==> src/rtl/multicycle_seq_ctrl_pkg.sv <==
// Shared types and constants for the multicycle R-format sequencer.
package multicycle_seq_pkg;

    typedef enum logic [2:0] {
        ST_IDLE   = 3'd0,
        ST_FETCH  = 3'd1,
        ST_DECODE = 3'd2,
        ST_EXEC   = 3'd3,
        ST_WB     = 3'd4,
        ST_DONE   = 3'd5
    } state_e;

    localparam logic [5:0] OP_RTYPE = 6'b000000;
    localparam int         PC_STEP  = 4;

    typedef struct packed {
        logic ir_write;
        logic ab_write;
        logic aluout_write;
        logic reg_write;
    } strobe_t;

    function automatic logic is_rtype(input logic [31:0] word);
        return word[31:26] == OP_RTYPE;
    endfunction

endpackage

==> src/rtl/multicycle_seq_ctrl_if.sv <==
// Control/status bundle between the host + instruction memory (master) and the sequencer (slave).
interface multicycle_seq_ctrl_if #(
    parameter int ADDR_W = 32
);
    logic              start;
    logic              abort;
    logic [ADDR_W-1:0] base_addr;
    logic [ADDR_W-1:0] end_addr;
    logic [31:0]       instr;
    logic [ADDR_W-1:0] pc;
    logic              ir_write;
    logic              ab_write;
    logic              aluout_write;
    logic              reg_write;
    logic              busy;
    logic              done;
    logic              err;
    logic [31:0]       instr_cnt;
    logic [31:0]       cycle_cnt;

    modport master (
        output start, abort, base_addr, end_addr, instr,
        input  pc, ir_write, ab_write, aluout_write, reg_write,
               busy, done, err, instr_cnt, cycle_cnt
    );

    modport slave (
        input  start, abort, base_addr, end_addr, instr,
        output pc, ir_write, ab_write, aluout_write, reg_write,
               busy, done, err, instr_cnt, cycle_cnt
    );
endinterface

==> src/rtl/multicycle_seq_ctrl_sat_counter.sv <==
// Saturating up-counter with synchronous clear; clear wins over increment.
module sat_counter #(
    parameter int W = 32
) (
    input  logic         clk,
    input  logic         rst,
    input  logic         inc_i,
    input  logic         clr_i,
    output logic [W-1:0] cnt_o
);
    logic [W-1:0] cnt_q, cnt_d;

    always_comb begin
        cnt_d = cnt_q;
        if (clr_i)
            cnt_d = '0;
        else if (inc_i && cnt_q != '1)
            cnt_d = cnt_q + 1'b1;
    end

    always_ff @(posedge clk) begin
        if (rst) cnt_q <= '0;
        else     cnt_q <= cnt_d;
    end

    assign cnt_o = cnt_q;
endmodule

==> src/rtl/multicycle_seq_ctrl.sv <==
// Multicycle R-format sequencer: PC, FETCH/DECODE/EXEC/WB FSM and datapath strobes.
// Optional performance counters are built only when SEQ_PERF_CNT_EN is defined.
module multicycle_seq_ctrl
    import multicycle_seq_pkg::*;
#(
    parameter int          ADDR_W    = 32,
    parameter logic [31:0] HALT_WORD = 32'hFFFF_FFFF
) (
    input logic               clk,
    input logic               rst,
    multicycle_seq_ctrl_if.slave bus
);
    state_e            state_q, state_d;
    logic [ADDR_W-1:0] pc_q, pc_d;
    logic [ADDR_W-1:0] end_q, end_d;
    logic [31:0]       ir_q, ir_d;
    logic              err_q, err_d;
    logic [ADDR_W-1:0] base_al;
    logic [ADDR_W-1:0] pc_next;
    strobe_t           stb;
    logic              busy, done;

    assign base_al = {bus.base_addr[ADDR_W-1:2], 2'b00};
    assign pc_next = pc_q + ADDR_W'(PC_STEP);

    always_ff @(posedge clk) begin
        if (rst) begin
            state_q <= ST_IDLE;
            pc_q    <= '0;
            end_q   <= '0;
            ir_q    <= '0;
            err_q   <= 1'b0;
        end else begin
            state_q <= state_d;
            pc_q    <= pc_d;
            end_q   <= end_d;
            ir_q    <= ir_d;
            err_q   <= err_d;
        end
    end

    // Abort overrides everything, including a coincident start; pc/err hold.
    always_comb begin
        state_d = state_q;
        pc_d    = pc_q;
        end_d   = end_q;
        ir_d    = ir_q;
        err_d   = err_q;
        if (bus.abort) begin
            state_d = ST_IDLE;
        end else begin
            case (state_q)
                ST_IDLE, ST_DONE: begin
                    if (bus.start) begin
                        pc_d    = base_al;
                        end_d   = bus.end_addr;
                        err_d   = 1'b0;
                        state_d = (base_al == bus.end_addr) ? ST_DONE : ST_FETCH;
                    end
                end
                ST_FETCH: begin
                    ir_d    = bus.instr;
                    state_d = ST_DECODE;
                end
                ST_DECODE: begin
                    if (ir_q == HALT_WORD) begin
                        state_d = ST_DONE;
                    end else if (!is_rtype(ir_q)) begin
                        err_d   = 1'b1;
                        state_d = ST_DONE;
                    end else begin
                        state_d = ST_EXEC;
                    end
                end
                ST_EXEC: state_d = ST_WB;
                ST_WB: begin
                    pc_d    = pc_next;
                    state_d = (pc_next == end_q) ? ST_DONE : ST_FETCH;
                end
                default: state_d = ST_IDLE;
            endcase
        end
    end

    always_comb begin
        stb  = '0;
        busy = 1'b0;
        done = 1'b0;
        case (state_q)
            ST_FETCH:  begin stb.ir_write     = 1'b1; busy = 1'b1; end
            ST_DECODE: begin stb.ab_write     = 1'b1; busy = 1'b1; end
            ST_EXEC:   begin stb.aluout_write = 1'b1; busy = 1'b1; end
            ST_WB:     begin stb.reg_write    = 1'b1; busy = 1'b1; end
            ST_DONE:   done = 1'b1;
            default:   ;
        endcase
    end

    assign bus.pc           = pc_q;
    assign bus.ir_write     = stb.ir_write;
    assign bus.ab_write     = stb.ab_write;
    assign bus.aluout_write = stb.aluout_write;
    assign bus.reg_write    = stb.reg_write;
    assign bus.busy         = busy;
    assign bus.done         = done;
    assign bus.err          = err_q;

`ifdef SEQ_PERF_CNT_EN
    logic        start_acc;
    logic [31:0] instr_cnt, cycle_cnt;

    assign start_acc = bus.start && !bus.abort &&
                       (state_q == ST_IDLE || state_q == ST_DONE);

    sat_counter #(.W(32)) u_instr_cnt (
        .clk   (clk),
        .rst   (rst),
        .inc_i (state_q == ST_WB),
        .clr_i (start_acc),
        .cnt_o (instr_cnt)
    );

    sat_counter #(.W(32)) u_cycle_cnt (
        .clk   (clk),
        .rst   (rst),
        .inc_i (busy),
        .clr_i (start_acc),
        .cnt_o (cycle_cnt)
    );

    assign bus.instr_cnt = instr_cnt;
    assign bus.cycle_cnt = cycle_cnt;
`else
    assign bus.instr_cnt = '0;
    assign bus.cycle_cnt = '0;
`endif

endmodule

==> src/flat_wrapper.sv <==
// flat-port wrapper written by rule: the top's interface ports become plain ports
module multicycle_seq_ctrl_flat import multicycle_seq_pkg::*;
#(
    parameter int          ADDR_W    = 32,
    parameter logic [31:0] HALT_WORD = 32'hFFFF_FFFF
)
  (clk, rst, bus_start, bus_abort, bus_base_addr, bus_end_addr, bus_instr, bus_pc, bus_ir_write, bus_ab_write, bus_aluout_write, bus_reg_write, bus_busy, bus_done, bus_err, bus_instr_cnt, bus_cycle_cnt);
  multicycle_seq_ctrl_if #(.ADDR_W(ADDR_W)) bus_i ();
  input logic clk;
  input logic rst;
  input wire logic [$bits(bus_i.start)-1:0] bus_start;
  input wire logic [$bits(bus_i.abort)-1:0] bus_abort;
  input wire logic [$bits(bus_i.base_addr)-1:0] bus_base_addr;
  input wire logic [$bits(bus_i.end_addr)-1:0] bus_end_addr;
  input wire logic [$bits(bus_i.instr)-1:0] bus_instr;
  output wire logic [$bits(bus_i.pc)-1:0] bus_pc;
  output wire logic [$bits(bus_i.ir_write)-1:0] bus_ir_write;
  output wire logic [$bits(bus_i.ab_write)-1:0] bus_ab_write;
  output wire logic [$bits(bus_i.aluout_write)-1:0] bus_aluout_write;
  output wire logic [$bits(bus_i.reg_write)-1:0] bus_reg_write;
  output wire logic [$bits(bus_i.busy)-1:0] bus_busy;
  output wire logic [$bits(bus_i.done)-1:0] bus_done;
  output wire logic [$bits(bus_i.err)-1:0] bus_err;
  output wire logic [$bits(bus_i.instr_cnt)-1:0] bus_instr_cnt;
  output wire logic [$bits(bus_i.cycle_cnt)-1:0] bus_cycle_cnt;
  assign bus_i.start = bus_start;
  assign bus_i.abort = bus_abort;
  assign bus_i.base_addr = bus_base_addr;
  assign bus_i.end_addr = bus_end_addr;
  assign bus_i.instr = bus_instr;
  assign bus_pc = bus_i.pc;
  assign bus_ir_write = bus_i.ir_write;
  assign bus_ab_write = bus_i.ab_write;
  assign bus_aluout_write = bus_i.aluout_write;
  assign bus_reg_write = bus_i.reg_write;
  assign bus_busy = bus_i.busy;
  assign bus_done = bus_i.done;
  assign bus_err = bus_i.err;
  assign bus_instr_cnt = bus_i.instr_cnt;
  assign bus_cycle_cnt = bus_i.cycle_cnt;
  multicycle_seq_ctrl #(.ADDR_W(ADDR_W), .HALT_WORD(HALT_WORD)) u_core (.clk(clk), .rst(rst), .bus(bus_i));
endmodule
==> config.mk <==
export PLATFORM = sky130hd
export DESIGN_NAME = multicycle_seq_ctrl_flat
export DESIGN_NICKNAME = d
export VERILOG_FILES = /design/src/rtl/multicycle_seq_ctrl_pkg.sv /design/src/rtl/multicycle_seq_ctrl_if.sv /design/src/rtl/multicycle_seq_ctrl_sat_counter.sv /design/src/rtl/multicycle_seq_ctrl.sv /design/src/flat_wrapper.sv
export SDC_FILE = /design/constraint.sdc
export NUM_CORES = 1
export LEC_CHECK = 0
export CAP_MARGIN = 20
export CORE_ASPECT_RATIO = 0.7
export CORE_MARGIN = 2
export CORE_UTILIZATION = 46
export DETAILED_ROUTE_END_ITERATION = 16
export HOLD_SLACK_MARGIN = 0.06
export PLACE_DENSITY = 0.8
export SKIP_LAST_GASP = 1
export SLEW_MARGIN = 30
export SYNTH_ARGS = -nofsm -noshare
export SYNTH_HDL_FRONTEND = slang
export SYNTH_SLANG_ARGS = --single-unit
==> constraint.sdc <==
create_clock -name clk -period 3.43 [get_ports clk]
set_input_delay 1.029 -clock clk [delete_from_list [all_inputs] [get_ports clk]]
set_output_delay 1.029 -clock clk [all_outputs]
set_load 0.1 [all_outputs]
==> impl_metrics.env, run 1 <==
export IMPL_antenna_found_initial=0
export IMPL_io_buffers=134
export IMPL_cts_setup_buffers=0
export IMPL_cts_clk_slew_worst_paths_ps=70
export IMPL_reg2reg_setup_slack_ps=390
export IMPL_cts_resized=0
export IMPL_grt_max_degree=59
export IMPL_multi_input_area_sq_um=3550
export IMPL_synth_cells=833
export IMPL_vias=6029
export IMPL_hold_path_end="u_core.ir_q[14]$_SDFFE_PP0P_"
export IMPL_worstSetupPathType="primary input to flip-flop"
export IMPL_timing_fmax_mhz=326
export IMPL_cts_buffer_depth=2
export IMPL_drc=0
export IMPL_cts_root_buf="clkbuf_16"
export IMPL_avgSynthCellArea_sq_um=7.19
export IMPL_skew_ps=7.87
export IMPL_use_met3_pct=7.94
export IMPL_peakVddDrop_uv=241
export IMPL_max_cap_violations=0
export IMPL_core_sq_um=12500
export IMPL_die_area_sq_um=14000
export IMPL_p_per_area_nw_per_um2=435
export IMPL_place_inst=1095
export IMPL_dr_pass1_iters=5
export IMPL_finalCritPeriodShare_pct=89.5
export IMPL_grt_pass1_wl_microns=27800
export IMPL_layout_min_cycle_time_ps=3070
export IMPL_rr_endpoint="u_core.state_q[2]$_SDFFE_PP0N_"
export IMPL_finalNetCount=1045
export IMPL_diodes=0
export IMPL_dp_final_hpwl_microns=13100
export IMPL_yosys_top_cells_area="dfxtp_1 33%, nand2_1 11%, a21oi_1 9.2%, buf_4 8.3%, xnor2_1 5.7%"
export IMPL_crit_required_ps=3730
export IMPL_holdCritStartpoint="u_core.ir_q[14]$_SDFFE_PP0P_"
export IMPL_syn2layout_area_growth_pct=25.0
export IMPL_synth_cell_types=54
export IMPL_final_cell_count_no_fill=1111
export IMPL_grt_use_met2_pct=36.3
export IMPL_cts_tree="built"
export IMPL_synth_area_sq_um=5990
export IMPL_synth_edf_count=0
export IMPL_outcome="finished, final reports clean"
export IMPL_ys_seq_area_share_pct=32.8
export IMPL_clkSinkCount=98
export IMPL_finalHoldViolations=0
export IMPL_grt_overflow=0
export IMPL_synth_top_area_share_pct=32.8
export IMPL_ys_ff_latch=98
export IMPL_die_h_microns=99.5
export IMPL_finalMaxSlewViolations=0
export IMPL_std_cell_rows=34
export IMPL_grt_busiest_layer="met2"
export IMPL_startpoint_type="primary input"
export IMPL_drtIter0Drc=623
export IMPL_ys_warn_count=0
export IMPL_leakagePower_uw=0.00282
export IMPL_grt_pass1_vias=5318
export IMPL_drt_wl_total_microns=17900
export IMPL_htreeDepth=3
export IMPL_layout_drive_gt1_share_pct=8.85
export IMPL_io_pins=203
export IMPL_placed_area_sq_um=7160
export IMPL_start_util_pct=47.7
export IMPL_die_w_microns=140
export IMPL_crit_arrival_ps=3370
export IMPL_power_uw=3250
export IMPL_ff_latch_area_sq_um=1960
export IMPL_slew_headroom_pct=54.3
export IMPL_worstHoldPathType="flip-flop to flip-flop"
export IMPL_gp_congestion=0.925
export IMPL_grt_setup_unrepaired="no"
export IMPL_setup_viol=0
export IMPL_cts_buffers=9
export IMPL_yosys_area_top_type="dfxtp_1"
export IMPL_timing_hold_ws_ps=456
export IMPL_crit_path_end_kind="flip-flop"
export IMPL_hold_depth=2
export IMPL_grtUsageMet1_pct=36.3
export IMPL_ctsHoldBuffers=0
export IMPL_async_flop_share_pct=0
export IMPL_gr_usage_all_layers_pct=25.1
export IMPL_reg2reg_depth=9
export IMPL_final_area_sq_um=7490
export IMPL_fill_cells=1189
export IMPL_wire_per_inst_microns=16.1
export IMPL_r2r_start="u_core.bus.pc[2]$_SDFFE_PP0P_"
export IMPL_drtAntennaViolNets=0
export IMPL_ys_flop_type="dfxtp_1"
export IMPL_insertion_delay_ps=350
export IMPL_critPathMaxFanout=3
export IMPL_viasPerCell=5.43
export IMPL_worst_pin_slew_ps=682
## cells in the mapped netlist, types with 4 or more instances
| master | instances |
|---|---|
| a211oi_1 | 6 |
| a21oi_1 | 110 |
| a22oi_1 | 7 |
| a31oi_1 | 5 |
| and3_1 | 8 |
| buf_2 | 5 |
| buf_4 | 66 |
| clkbuf_1 | 43 |
| dfxtp_1 | 98 |
| inv_1 | 5 |
| nand2_1 | 181 |
| nand3_1 | 14 |
| nand4_1 | 21 |
| nor2_1 | 62 |
| nor3_1 | 30 |
| nor4_1 | 14 |
| o21ai_0 | 24 |
| o22ai_1 | 4 |
| o31ai_1 | 7 |
| xnor2_1 | 39 |
| xor2_1 | 34 |
## state kept, by name (all words and copies together) (netlist names)
register        cells
u_core.state_q      3
u_core.bus.err      1
u_core.bus.pc      30
u_core.ir_q        32
u_core.end_q       32
## layout by cell type (no fill, tap or decap), types with 14 or more instances in the layout
| cell type | n |
|---|---|
| xnor2_1 | 39 |
| nand3_1 | 14 |
| buf_4 | 56 |
| nor3_1 | 29 |
| xor2_1 | 34 |
| nor2_1 | 62 |
| dfxtp_1 | 98 |
| o21ai_0 | 24 |
| a21oi_1 | 110 |
| nand2_1 | 180 |
| nand4_1 | 21 |
| clkdlybuf4s50_1 | 96 |
| conb_1 | 66 |
## power breakdown
group / total [uW] / leakage (uW) / internal [uW] / switching, uW
registers: 1240 / 0.000798 / 1180 / 60.1
logic: 936 / 0.00187 / 243 / 693
clock network: 1070 / 0.000156 / 646 / 428
total: 3250 / 0.00282 / 2070 / 1180
## metal layers
metal  routed length [microns]  vias to the layer above
met3                      2020                       30
met4                       216                        0
met5                         0                        -
met1                      8090                     2779
met2                      7600                      282
li1                          -                     2938
## through the flow
| stage | utilization (%) | setup WS, ps | TNS (ps) |
|---|---|---|---|
| 2_1_floorplan | - | -309 | -615 |
| 4_1_cts | 59.6 | 380 | 0 |
| 6_report | 59.7 | 360 | 0 |
| 3_3_place_gp | 56.9 | 58.6 | 0 |
| 3_5_place_dp | 57.1 | 18.4 | 0 |
| 5_1_grt | 59.7 | 261 | 0 |
## critical path, cell delays in order
cell	delay (ps)
clkdlybuf4s50_1	490
o21ai_0	80
a2111o_1	450
or4_1	540
nor4_1	210
o2111ai_1	170
nor4_1	200
a41o_1	190
## layout make-up
cell class | instances | share of cell area [%]
Clock buffer | 15 | 3.84
Clock inverter | 1 | 0.401
Inverter | 6 | 0.301
Multi-Input combinational cell | 674 | 47.5
Sequential cell | 98 | 26.2
Tap cell | 162 | 2.71
Timing Repair Buffer | 155 | 19.1
## worst max path at each step
| stage | start | endpoint | slack [ps] | depth (start not counted) |
|---|---|---|---|---|
| CTS | bus_start | u_core.state_q[2]$_SDFFE_PP0N_ | 380 | 8 |
| global route | u_core.bus.pc[2]$_SDFFE_PP0P_ | u_core.state_q[2]$_SDFFE_PP0N_ | 260 | 9 |
| finish | bus_start | u_core.state_q[2]$_SDFFE_PP0N_ | 360 | 8 |
| global placement | bus_start | u_core.state_q[2]$_SDFFE_PP0N_ | 60 | 8 |
| floorplan | u_core.state_q[0]$_SDFFE_PP0N_ | bus_aluout_write | -310 | 3 |
| detailed placement | bus_start | u_core.state_q[2]$_SDFFE_PP0N_ | 20 | 8 |
## kinds of logic after synthesis
group	after synthesis	share of synthesized area, %
buf+inv	126	12.5
simple gates	353	26.5
other cells	1	0.0626
mux	2	0.355
xor+xnor	73	10.7
fa+ha+maj	2	0.376
flops	98	32.8
compound gates	178	16.8
Power figures use the tool's default switching activity.
==> run 2, diff against run 1 <==
--- a/config.mk
+++ b/config.mk
@@ -8,10 +8,11 @@
 export CAP_MARGIN = 20
 export CORE_ASPECT_RATIO = 0.7
 export CORE_MARGIN = 2
-export CORE_UTILIZATION = 46
+export CORE_UTILIZATION = 48
+export CTS_BUF_LIST = sky130_fd_sc_hd__clkbuf_8
 export DETAILED_ROUTE_END_ITERATION = 16
 export HOLD_SLACK_MARGIN = 0.06
-export PLACE_DENSITY = 0.8
+export PLACE_DENSITY = 0.83
 export SKIP_LAST_GASP = 1
 export SLEW_MARGIN = 30
 export SYNTH_ARGS = -nofsm -noshare
==> run 2 against run 1 <==
  * Worst setup slack improved by 55 ps
  * Largest power group unchanged
  * Register-to-register slack improved by 30 ps
  * Non-clock buffer count decreased by 3
  * Routed wire length decreased by 2.9%
  * Critical path depth unchanged
  * Cell area decreased by 1.1%
  * Clock-buffer cell count decreased by 6
  * Sequential share of layout area increased by 0.30 points
==> impl_metrics.env, run 2 (synthesized netlist as in run 1, its figures left out) <==
export IMPL_outcome="finished, final reports clean"
export IMPL_switching_share_pct=37.2
export IMPL_std_cell_rows=34
export IMPL_fill_cells=1111
export IMPL_setup_viol=0
export IMPL_worstHoldPathType="flip-flop to flip-flop"
export IMPL_die_w_microns=137
export IMPL_startpoint_type="primary input"
export IMPL_finalHoldViolations=0
export IMPL_path_cells="clkdlybuf4s50_1 -> o21ai_0 -> a2111o_1 -> or4_1 -> nor4_1 -> o2111ai_1 -> nor4_1 -> a41o_1"
export IMPL_core_sq_um=12300
export IMPL_die_area_sq_um=13400
export IMPL_grt_overflow=0
export IMPL_vias=6021
export IMPL_finalCritPeriodShare_pct=87.9
export IMPL_mostFrequentLayoutCells="180 x nand2_1, 110 x a21oi_1, 98 x dfxtp_1"
export IMPL_grt_pass1_vias=5328
export IMPL_timing_hold_ws_ps=461
export IMPL_final_cell_count_no_fill=1108
export IMPL_max_stage_delay_ps=540
export IMPL_worstSetupPathType="primary input to flip-flop"
export IMPL_critPathMaxFanout=4
export IMPL_place_inst=1092
export IMPL_grt_setup_unrepaired="no"
export IMPL_placed_area_sq_um=7130
export IMPL_max_cap_violations=0
export IMPL_ctsHoldBuffers=0
export IMPL_skew_ps=15.5
export IMPL_crit_top_cell="nor4_1"
export IMPL_worst_pin_slew_ps=756
export IMPL_gp_congestion=0.894
export IMPL_cts_setup_buffers=0
export IMPL_syn2layout_area_growth_pct=23.6
export IMPL_final_area_sq_um=7400
export IMPL_htreeDepth=3
export IMPL_gr_usage_all_layers_pct=26.0
export IMPL_place_ws_ps=32.8
export IMPL_p_per_area_nw_per_um2=428
export IMPL_cts_tree="built"
export IMPL_viasPerCell=5.43
export IMPL_drc=0
export IMPL_clkSinkCount=98
export IMPL_seqPwrFrac_pct=39.2
export IMPL_crit_path_end_kind="flip-flop"
export IMPL_slew_headroom_pct=49.2
export IMPL_wire_per_inst_microns=15.7
export IMPL_timing_fmax_mhz=332
export IMPL_insertion_delay_ps=380
export IMPL_crit_required_ps=3750
export IMPL_dp_final_hpwl_microns=12700
export IMPL_grt_max_degree=99
export IMPL_ff_latch_area_sq_um=1960
export IMPL_drtAntennaViolNets=0
export IMPL_start_util_pct=48.7
export IMPL_grt_pass1_wl_microns=27300
export IMPL_critPathSlowestCell="or4_1"
export IMPL_p_switching_uw=1180
export IMPL_critPathBufInv=1
export IMPL_internal_power_uw=1990
export IMPL_finalMaxSlewViolations=0
export IMPL_cts_buffer_depth=2
export IMPL_drt_wl_total_microns=17400
export IMPL_leakagePower_uw=0.00278
export IMPL_dr_pass1_iters=5
export IMPL_multi_input_area_sq_um=3550
export IMPL_layout_min_cycle_time_ps=3020
export IMPL_clkPwrFrac_pct=31.4
export IMPL_crit_arrival_ps=3340
export IMPL_io_buffers=134
export IMPL_cts_root_buf="clkbuf_8"
export IMPL_antenna_found_initial=0
export IMPL_layout_drive_gt1_share_pct=8.77
export IMPL_peakVddDrop_uv=253
export IMPL_drtIter0Drc=578
export IMPL_finalNetCount=1042
export IMPL_die_h_microns=97.4
export IMPL_diodes=0
export IMPL_power_share_combinational_pct=29.4
export IMPL_mostFrequentLayoutCell="nand2_1"
export IMPL_cts_clk_slew_worst_paths_ps=100
export IMPL_path_delay_family="simple AND/OR/NAND/NOR gates"
export IMPL_io_pins=203
export IMPL_cts_buffers=9
export IMPL_setup_ws_ps=415
export IMPL_cts_resized=0
==> run 2: changes by cell type in the layout (fill, tap and decap cells not counted) <==
cell / change
clkbuf_1: -2
buf_4: -3
o21ai_2: +1
clkbuf_16: -9
o21ai_4: -1
clkbuf_8: +5
bufinv_16: +3
clkinvlp_4: +1
buf_6: +1
inv_6: +1
inv_8: +1
buf_12: -1
==> run 2: path summary, 6_finish.rpt <==
check	from	endpoint	slack, ps	cells past startpoint
hold reg to reg	u_core.ir_q[13]$_SDFFE_PP0P_	u_core.ir_q[13]$_SDFFE_PP0P_	460	2
hold / removal	u_core.ir_q[13]$_SDFFE_PP0P_	u_core.ir_q[13]$_SDFFE_PP0P_	460	2
setup / recovery	bus_start	u_core.state_q[2]$_SDFFE_PP0N_	410	8
setup reg to reg	u_core.bus.pc[2]$_SDFFE_PP0P_	u_core.state_q[2]$_SDFFE_PP0N_	420	9
==> run 2: through the flow <==
| stage | power [uW] | utilization [%] | setup TNS (ps) |
|---|---|---|---|
| CTS | 3170 | 60.2 | 0 |
| global route | 3270 | 60.2 | 0 |
| floorplan | 2000 | - | -615 |
| global placement | 2180 | 58.0 | 0 |
| detailed placement | 2180 | 58.0 | 0 |
| finish | 3170 | 60.2 | 0 |
==> run 2: cell type report <==
class,count,share of cell area (%)
Multi-Input combinational cell,674,47.9
Sequential cell,98,26.5
Timing Repair Buffer,152,18.9
Tap cell,162,2.74
Clock inverter,7,1.99
Clock buffer,9,1.67
Inverter,6,0.304
==> run 2: layer usage <==
layer / global-route usage (%) / share of wire [%] / vias to the layer above
met5: 0 / 0 / -
met4: 7.85 / 1.9 / 0
met3: 6.36 / 10 / 28
met2: 36.4 / 42 / 283
met1: 39.1 / 45 / 2783
li1: - / - / 2927
==> run 2: worst register-to-register path, delay by kind of cell (launching register included) <==
kind                     cells  cell delay, ps
AND/OR/NAND/NOR              4            1440
AO/OA/AOI/OAI                3             440
flip-flops                   1             500
XOR/XNOR                     1             190
adder cells (fa/ha/maj)      1             360
==> run 2: power groups by stage <==
stage               logic, uW  clock network, uW  registers (uW)
floorplan                 614                  0            1380
global placement          914                  0            1260
detailed placement        918                  0            1270
CTS                       922               1010            1240
global route              972               1050            1250
finish                    930                995            1240
